<file path="src/rtl/cpu_pkg.sv">
// Shared types and defaults for the program counter / fetch sequencer.
`default_nettype none

package cpu_pkg;

  localparam int unsigned DEF_IW         = 16;
  localparam int unsigned DEF_CW         = 16;
  localparam int unsigned DEF_START_ADDR = 0;

  typedef logic [DEF_IW-1:0] addr_t;

  typedef enum logic [1:0] {
    IDLE   = 2'd0,
    RUN    = 2'd1,
    HALTED = 2'd2
  } fetch_state_t;

endpackage

`default_nettype wire

</file>
<file path="src/rtl/prog_counter_fetch_if.sv">
// Control/redirect inputs and fetch status outputs of the fetch sequencer.
`default_nettype none

interface prog_counter_fetch_if #(
  parameter int unsigned IW = 16,
  parameter int unsigned CW = 16
);

  logic          Start;
  logic          Stall;
  logic          BranchEn;
  logic          BranchRel;
  logic [IW-1:0] BranchTarget;
  logic          Halt;
  logic [IW-1:0] InstAddress;
  logic          Running;
  logic          Done;
  logic [CW-1:0] InstCount;

  modport master (
    output Start, Stall, BranchEn, BranchRel, BranchTarget, Halt,
    input  InstAddress, Running, Done, InstCount
  );

  modport slave (
    input  Start, Stall, BranchEn, BranchRel, BranchTarget, Halt,
    output InstAddress, Running, Done, InstCount
  );

endinterface

`default_nettype wire

</file>
<file path="src/rtl/next_pc_calc.sv">
// Combinational next-PC selection: sequential increment, absolute or PC-relative branch.
`default_nettype none

module next_pc_calc #(
  parameter int unsigned IW = 16
) (
  input  logic [IW-1:0] pc,
  input  logic          branch_en,
  input  logic          branch_rel,
  input  logic [IW-1:0] branch_target,
  output logic [IW-1:0] next_pc
);

  // Offset is already IW bits wide, so sign extension is implicit and the sum wraps mod 2**IW.
  always_comb begin
    next_pc = pc + IW'(1);
    if (branch_en) begin
      next_pc = branch_rel ? (pc + branch_target) : branch_target;
    end
  end

endmodule

`default_nettype wire

</file>
<file path="src/rtl/prog_counter_fetch.sv">
// Program counter and fetch sequencer driving the instruction ROM address, with run/halt control.
`default_nettype none

module prog_counter_fetch
  import cpu_pkg::*;
#(
  parameter int unsigned IW         = DEF_IW,
  parameter int unsigned CW         = DEF_CW,
  parameter int unsigned START_ADDR = DEF_START_ADDR
) (
  input  logic               CLK,
  input  logic               Reset_n,
  prog_counter_fetch_if.slave bus
);

  localparam logic [IW-1:0] START_PC = IW'(START_ADDR);

  fetch_state_t  state, state_nxt;
  logic [IW-1:0] pc, pc_nxt, pc_seq;
  logic [CW-1:0] cnt, cnt_nxt, cnt_inc;

  next_pc_calc #(.IW(IW)) u_next_pc (
    .pc            (pc),
    .branch_en     (bus.BranchEn),
    .branch_rel    (bus.BranchRel),
    .branch_target (bus.BranchTarget),
    .next_pc       (pc_seq)
  );

  // Count saturates at all-ones rather than wrapping.
  assign cnt_inc = (cnt == {CW{1'b1}}) ? cnt : cnt + CW'(1);

  always_ff @(posedge CLK or negedge Reset_n) begin
    if (!Reset_n) begin
      state <= IDLE;
      pc    <= START_PC;
      cnt   <= '0;
    end else begin
      state <= state_nxt;
      pc    <= pc_nxt;
      cnt   <= cnt_nxt;
    end
  end

  always_comb begin
    state_nxt = state;
    pc_nxt    = pc;
    cnt_nxt   = cnt;
    case (state)
      IDLE, HALTED: begin
        if (bus.Start) begin
          state_nxt = RUN;
          pc_nxt    = START_PC;
          cnt_nxt   = '0;
        end
      end
      RUN: begin
        if (bus.Start) begin
          pc_nxt  = START_PC;
          cnt_nxt = '0;
        end else if (bus.Stall) begin
          pc_nxt  = pc;
        end else if (bus.Halt) begin
          state_nxt = HALTED;
          cnt_nxt   = cnt_inc;
        end else begin
          pc_nxt  = pc_seq;
          cnt_nxt = cnt_inc;
        end
      end
      default: begin
        state_nxt = IDLE;
      end
    endcase
  end

  assign bus.InstAddress = pc;
  assign bus.Running     = (state == RUN);
  assign bus.Done        = (state == HALTED);
  assign bus.InstCount   = cnt;

endmodule

`default_nettype wire
</file>
<file path="src/flat_wrapper.sv">
// flat-port wrapper written by rule: the top's interface ports become plain ports
module prog_counter_fetch_flat import cpu_pkg::*;
#(
  parameter int unsigned IW         = DEF_IW,
  parameter int unsigned CW         = DEF_CW,
  parameter int unsigned START_ADDR = DEF_START_ADDR
)
  (CLK, Reset_n, bus_Start, bus_Stall, bus_BranchEn, bus_BranchRel, bus_BranchTarget, bus_Halt, bus_InstAddress, bus_Running, bus_Done, bus_InstCount);
  prog_counter_fetch_if #(.IW(IW), .CW(CW)) bus_i ();
  input  logic CLK;
  input  logic Reset_n;
  input wire logic [$bits(bus_i.Start)-1:0] bus_Start;
  input wire logic [$bits(bus_i.Stall)-1:0] bus_Stall;
  input wire logic [$bits(bus_i.BranchEn)-1:0] bus_BranchEn;
  input wire logic [$bits(bus_i.BranchRel)-1:0] bus_BranchRel;
  input wire logic [$bits(bus_i.BranchTarget)-1:0] bus_BranchTarget;
  input wire logic [$bits(bus_i.Halt)-1:0] bus_Halt;
  output wire logic [$bits(bus_i.InstAddress)-1:0] bus_InstAddress;
  output wire logic [$bits(bus_i.Running)-1:0] bus_Running;
  output wire logic [$bits(bus_i.Done)-1:0] bus_Done;
  output wire logic [$bits(bus_i.InstCount)-1:0] bus_InstCount;
  assign bus_i.Start = bus_Start;
  assign bus_i.Stall = bus_Stall;
  assign bus_i.BranchEn = bus_BranchEn;
  assign bus_i.BranchRel = bus_BranchRel;
  assign bus_i.BranchTarget = bus_BranchTarget;
  assign bus_i.Halt = bus_Halt;
  assign bus_InstAddress = bus_i.InstAddress;
  assign bus_Running = bus_i.Running;
  assign bus_Done = bus_i.Done;
  assign bus_InstCount = bus_i.InstCount;
  prog_counter_fetch #(.IW(IW), .CW(CW), .START_ADDR(START_ADDR)) u_core (.CLK(CLK), .Reset_n(Reset_n), .bus(bus_i));
endmodule
</file>
<file path="config.mk">
export PLATFORM = sky130hd
export DESIGN_NAME = prog_counter_fetch_flat
export DESIGN_NICKNAME = d
export VERILOG_FILES = /design/src/rtl/cpu_pkg.sv /design/src/rtl/prog_counter_fetch_if.sv /design/src/rtl/next_pc_calc.sv /design/src/rtl/prog_counter_fetch.sv /design/src/flat_wrapper.sv
export SDC_FILE = /design/constraint.sdc
export NUM_CORES = 1
export LEC_CHECK = 0
export BUFFER_PORTS_ARGS = -buffer_cell sky130_fd_sc_hd__buf_2
export CORE_UTILIZATION = 55
export DETAILED_ROUTE_END_ITERATION = 10
export GPL_TIMING_DRIVEN = 0
export PLACE_DENSITY_LB_ADDON = 0.15
export SLEW_MARGIN = 20
export SYNTH_ARGS = -nofsm -noshare
export SYNTH_HDL_FRONTEND = slang
export SYNTH_SLANG_ARGS = --single-unit
export TNS_END_PERCENT = 100
</file>
<file path="constraint.sdc">
create_clock -name CLK -period 3.1 [get_ports CLK]
set_clock_uncertainty 0.05 [all_clocks]
set_input_delay 0.465 -clock CLK [delete_from_list [all_inputs] [get_ports CLK]]
set_output_delay 0.465 -clock CLK [all_outputs]
set_load 0.05 [all_outputs]
</file>
# ---- Yosys cells after proc, flatten, opt, wreduce, memory -nomap -nowiden
# Cells that the tools add are included.
dict set report totals {
  input_bits 23
  mem_count 0
  register_bits 34
  ramBits 0
  latch_bits 0
  rom_bits 0
  wordCells 38
  out_inout_bits 34
}
dict set report op_classes {
  n_mux 16
  shifts 0
  div_mod_pow 0
  magnitude_cmp 0
  eq_ne 10
  n_mul 0
  n_reduce_logical 6
  bitwise 0
  n_addsub 3
}
# op n
set op_table {}
lappend op_table {{$mux 16} 9}
lappend op_table {{$pmux 16 s2} 2}
lappend op_table {{$add 16x1->16 const B} 2}
lappend op_table {{$add 16x16->16} 1}
lappend op_table {{$eq 16x16->1 const B} 1}
lappend op_table {{$reduce_and 4->1} 3}
lappend op_table {{$ne 3x3->1 const B} 3}
lappend op_table {{$mux 2} 4}
lappend op_table {{$ne 2x2->1 const B} 4}
lappend op_table {{$pmux 2 s2} 1}
lappend op_table {{$eq 2x1->1 const B} 1}
lappend op_table {{$eq 2x2->1 const B} 1}
lappend op_table {{$logic_not 2->1} 1}
lappend op_table {{$reduce_bool 2->1} 1}
lappend op_table {{$reduce_or 2->1} 1}

# ---- Logic depth before layout (Yosys ltp)
dict set report logic_depth {
  ltp_word 7
  mapped_depth 10
  mapped_depth_nobuf 10
}

# ---- Modules after synthesis
# Synthesis repeated with hierarchy kept, for this count alone.
dict set report hier_totals {
  cells_unflattened 371
  area_unflattened_um2 2981.6
}
# module area_each_um2 seq_area_each_um2 instances cells_each
set modules_own_cells {}
lappend modules_own_cells {prog_counter_fetch 1773.0 850.8 1 195}
lappend modules_own_cells {next_pc_calc 1208.7 0.0 1 176}

# ---- Worst setup path after synthesis
# No wires, ideal clock.
dict set report synth_timing {
  path_type {reg-to-reg}
  from {reg u_core.pc[0], in the netlist u_core.bus.InstAddress[0]}
  to {reg u_core.pc[12], in the netlist u_core.bus.InstAddress[12]}
  path_stages_with_launch 11
  period_less_slack_ps 2577
  setup_time_ps 152
  n_path_buf 0
  t_arrival_ps 2375
  setup_slack_ps 523
  required_time_ps 2898
  cell_sequence {dfrtp_1 -> ha_1 -> inv_1 -> fa_1 -> nor2b_1 -> o31a_1 -> o31a_1 -> o21ai_1 -> a21oi_1 -> xnor2_1 -> a41oi_1}
}
dict set report synth_between {
  elab_chain_cells 7
  elab_cells_between_ends 8
  cone_classes {add/sub (2); mux (6)}
}
# element line
set synth_lines {}
lappend synth_lines {{start: declaration} prog_counter_fetch.sv:19} ;# logic [IW-1:0] pc, pc_nxt, pc_seq;
lappend synth_lines {{start signal: assignment} prog_counter_fetch.sv:40} ;# pc <= pc_nxt;
lappend synth_lines {{$add 16x16->16} next_pc_calc.sv:18} ;# next_pc = branch_rel ? (pc + branch_target) : branch_target;
lappend synth_lines {{$mux 16} next_pc_calc.sv:18}
lappend synth_lines {{$mux 16 (*)} next_pc_calc.sv:17} ;# if (branch_en) begin
lappend synth_lines {{$mux 16 (*)} prog_counter_fetch.sv:63} ;# end else if (bus.Halt) begin
lappend synth_lines {{$mux 16 (*)} prog_counter_fetch.sv:61} ;# end else if (bus.Stall) begin
lappend synth_lines {{$mux 16 (*)} prog_counter_fetch.sv:58} ;# if (bus.Start) begin
lappend synth_lines {{$pmux 16 s2 (*)} prog_counter_fetch.sv:49} ;# case (state)
# Mark *: on every way between the ends. The rest lies on a longest branch, timed or not. The select of a mux whose other input is x is not followed.
# A chain may end at the register's enable or synchronous reset.

# ---- Worst setup path after layout
# Same ends and word-level chain as after synthesis.

==> summary.md <==
| Metric | Value |
|---|---|
| First-pass detailed-route iteration total | `5` |
| Post-synth top flop | `dfrtp_1` |
| RD Place Congestion | `0.916` |
| Slew HR | `47.0%` |
| Syn_nets | `411` |
| CTS tree | `built` |
| Post-synthesis mux area share | `2.20%` |
| Clk Latency, worst-skew pair | `0.29 ns` |
| Core Region | `5140 sq um` |
| Fill count | `452` |
| Post-route antenna net violation count | `0` |
| Design Area, Final | `between 3000 and 4000 sq um` |
| Num Clock Sinks | `34` |
| Gr ovfl total | `0` |
| Crit. Startpoint | `u_core.bus.InstAddress[0]$_DFFE_PN0P_` |
| Initial Util | `57.6%` |
| Startpoint types | `flip-flop` |
| Slew @ Worst Pin | `0.795 ns` |
| Per-cell routed wire length | `15.7 microns` |
| Post-route setup slack | `between 0.4 and 0.5 ns` |
| DP HPWL | `5.83 mm` |
| Clk slew on worst S/H paths | `0.08 ns` |
| WS Path Type | `reg -> reg` |
| Dpl ws | `just over 0.4 ns` |
| Final Hold Viols | `0` |
| Vias post-DR | `3045` |
| Antenna Diode Count | `0` |
| Share of cells above drive strength 1 | `about a fifth` |
| Global-route wire length before repair | `12.5 mm` |
| Dpl cell area | `3320 sq um` |
| Final core occ | `66.7%` |
| Nets | `473` |
| Synth Area in Simple Gates | `a little under a quarter` |
| Setup Viol. Count Final | `0` |
| Final Max Tran Viols | `0` |
| XOR/XNOR Fraction of Synth Area | `roughly 3.8%` |
| Sequential area share after synthesis | `28.7%` |
| Crit path arrival time | `2.70 ns` |
| PwrDens | `375 nW/um^2` |
| Setup_tns | `0 ns` |
| Syn. warnings | `0` |
| Total Routed Length | `7.91 mm` |
| Max Freq | `0.380 GHz` |
| Critical Path RT | `3.17 ns` |
| Max VDD drop | `between 0.2 and 0.25 mV` |
| Number of buffers inserted by port buffering | `55` |
| Die Span X | `around 75 microns` |
| Clock buffer depth | `2` |
| Post-route DRC violation count | `0` |
| Pin count of the biggest net entering global routing | `35` |
| R2R Path Start | `u_core.bus.InstAddress[0]$_DFFE_PN0P_` |
| Fin crit share | `around 85%` |
| Post-Synth Adder-Cell Area | `slightly below 8%` |
| Crit path capture type | `flip-flop` |
| Mean post-synth cell area | `8.00 sq um` |
| Post-synth cell types | `63` |
| MaxCap Viol Count | `0` |
| Mapped Cells | `370` |
| Compound-Gate Fraction of Synth Area | `29.6%` |
| Initial antenna violation count | `0` |
| All-layer global routing usage | `28.8%` |
| Setup Fix Bufs, Post-CTS | `0` |
| Hold Path Class | `in -> async` |
| Critical-path maximum fanout | `6` |
| Area Growth Syn to Fin | `15.8%` |
| Htree depth | `2` |
| Async SR Flop Fraction | `100%` |
| Die area | `5680 sq um` |
| Largest family of logic cells by synthesized area | `compound AO/OA/AOI/OAI gates` |
| Hold buffer count at cts | `0` |
| Row Count | `26` |
| EDFF count, synth | `0` |
| Fin crit period | `~2.6 ns` |
| Vias per inst | `6.05` |
| Leak | `1.63 nW` |
| Cts bufs inserted | `5` |
| Outcome | `completed` |
| Synthesized area | `~3000 sq um` |
| Vias in the first global route | `2684` |
| Die Y | `about 75 microns` |
| Clock root buffer | `clkbuf_8` |
| Post-cts sizing count | `0` |
| IO Pins | `57` |
| Synthesized flop and latch total | `34` |
| RSZ-0062 raised after global routing | `no` |
| Drt initial violations | `226` |
-- flip-flops by register name, summed over array words and instances, names as in the netlist --
register	count
u_core.bus.InstAddress	16
u_core.bus.InstCount	16
u_core.state	2
-- layout by cell type, fill, tap and decap left out, drive strengths merged, types with 4 or more instances in the layout --
master	n
o21ai	54
and3	10
o221ai	4
xnor2	8
mux2	4
o21a	6
xor2	4
nand4	7
a21oi	24
a31oi	8
nand2	46
nand2b	5
buf	61
ha	17
nor3	9
nor2	37
inv	12
dfrtp	34
nor2b	8
o22ai	4
a21o	4
and2	4
clkbuf	15
nand3	11
-- synth_stat cells, types with 5 or more instances --
cell type	number	share of area (%)
o21ai_0	38	6.4
and3_1	10	2.1
nand4_1	7	1.5
clkbuf_1	6	0.76
xnor2_1	7	2.1
nor2_1	36	4.6
inv_1	12	1.5
nand2_1	46	5.8
a31oi_1	8	1.7
o21a_1	6	1.5
nand2b_1	5	1.1
nor3_1	6	1.0
ha_1	17	7.2
nand3_1	11	1.9
nor2b_1	7	1.5
a21oi_1	23	3.9
o21ai_1	14	2.4
dfrtp_1	34	29
-- cells by family after synthesis --
family          after synthesis
flops                        34
compound gates              130
buf+inv                      26
simple gates                144
fa+ha+maj                    18
xor+xnor                     12
mux                           6
-- final cells by class --
type / instances / area, sq um / area share [%]
clock inverters: 1 / 30.0 / 0.876
plain buffers: 14 / 76.3 / 2.23
multi-input cells: 310 / 1990 / 58.0
clock buffers: 7 / 76.3 / 2.23
flip-flops and latches: 34 / 851 / 24.8
repair buffers: 55 / 275 / 8.03
well taps: 70 / 87.6 / 2.55
inverters: 12 / 45.0 / 1.31
-- power by group --
group / total [mW] / leakage (nW) / internal (mW) / switching (mW)
clock network: 0.410 / 0.0524 / 0.241 / 0.169
logic: 0.383 / 1.11 / 0.133 / 0.250
registers: 0.491 / 0.466 / 0.461 / 0.0295
-- through the flow --
stage               instances  hold slack [ns]  power [mW]
finish                    503            0.202        1.28
floorplan                 370            0.119       0.774
CTS                       503            0.238        1.29
detailed placement        495            0.455       0.878
global placement          495            0.439       0.868
global route              503            0.268        1.35
-- final timing paths --
| path | slack [ns] | endpoint | cells past startpoint |
|---|---|---|---|
| max | 0.47 | u_core.bus.InstAddress[12]$_DFFE_PN0P_ | 10 |
| min | 0.20 | u_core.bus.InstAddress[7]$_DFFE_PN0P_ | 1 |
| max reg2reg | 0.47 | u_core.bus.InstAddress[12]$_DFFE_PN0P_ | 10 |
| min reg2reg | 0.46 | u_core.bus.InstCount[14]$_DFFE_PN0P_ | 1 |
| max in group asynchronous | 2.28 | u_core.bus.InstAddress[13]$_DFFE_PN0P_ | 1 |
| min in group CLK | 0.35 | u_core.state[1]$_DFFE_PN0P_ | 2 |
-- metal layers --
metal / GRT usage (%) / routed length (microns)
met1: 41.0 / 3670
met4: 10.3 / 148
met3: 5.42 / 424
met2: 44.0 / 3670
met5: 0 / 0
-- critical path: stages (launching register included) --
cell and delay (ns):
dfrtp_1 0.44, ha_1 0.25, inv_1 0.07, fa_1 0.41, nor2b_1 0.15, o31a_1 0.24, o31a_1 0.23, o21ai_1 0.12
a21oi_1 0.17, xnor2_1 0.16, a41oi_1 0.15
No activity file was read; power rests on OpenSTA's default activity.
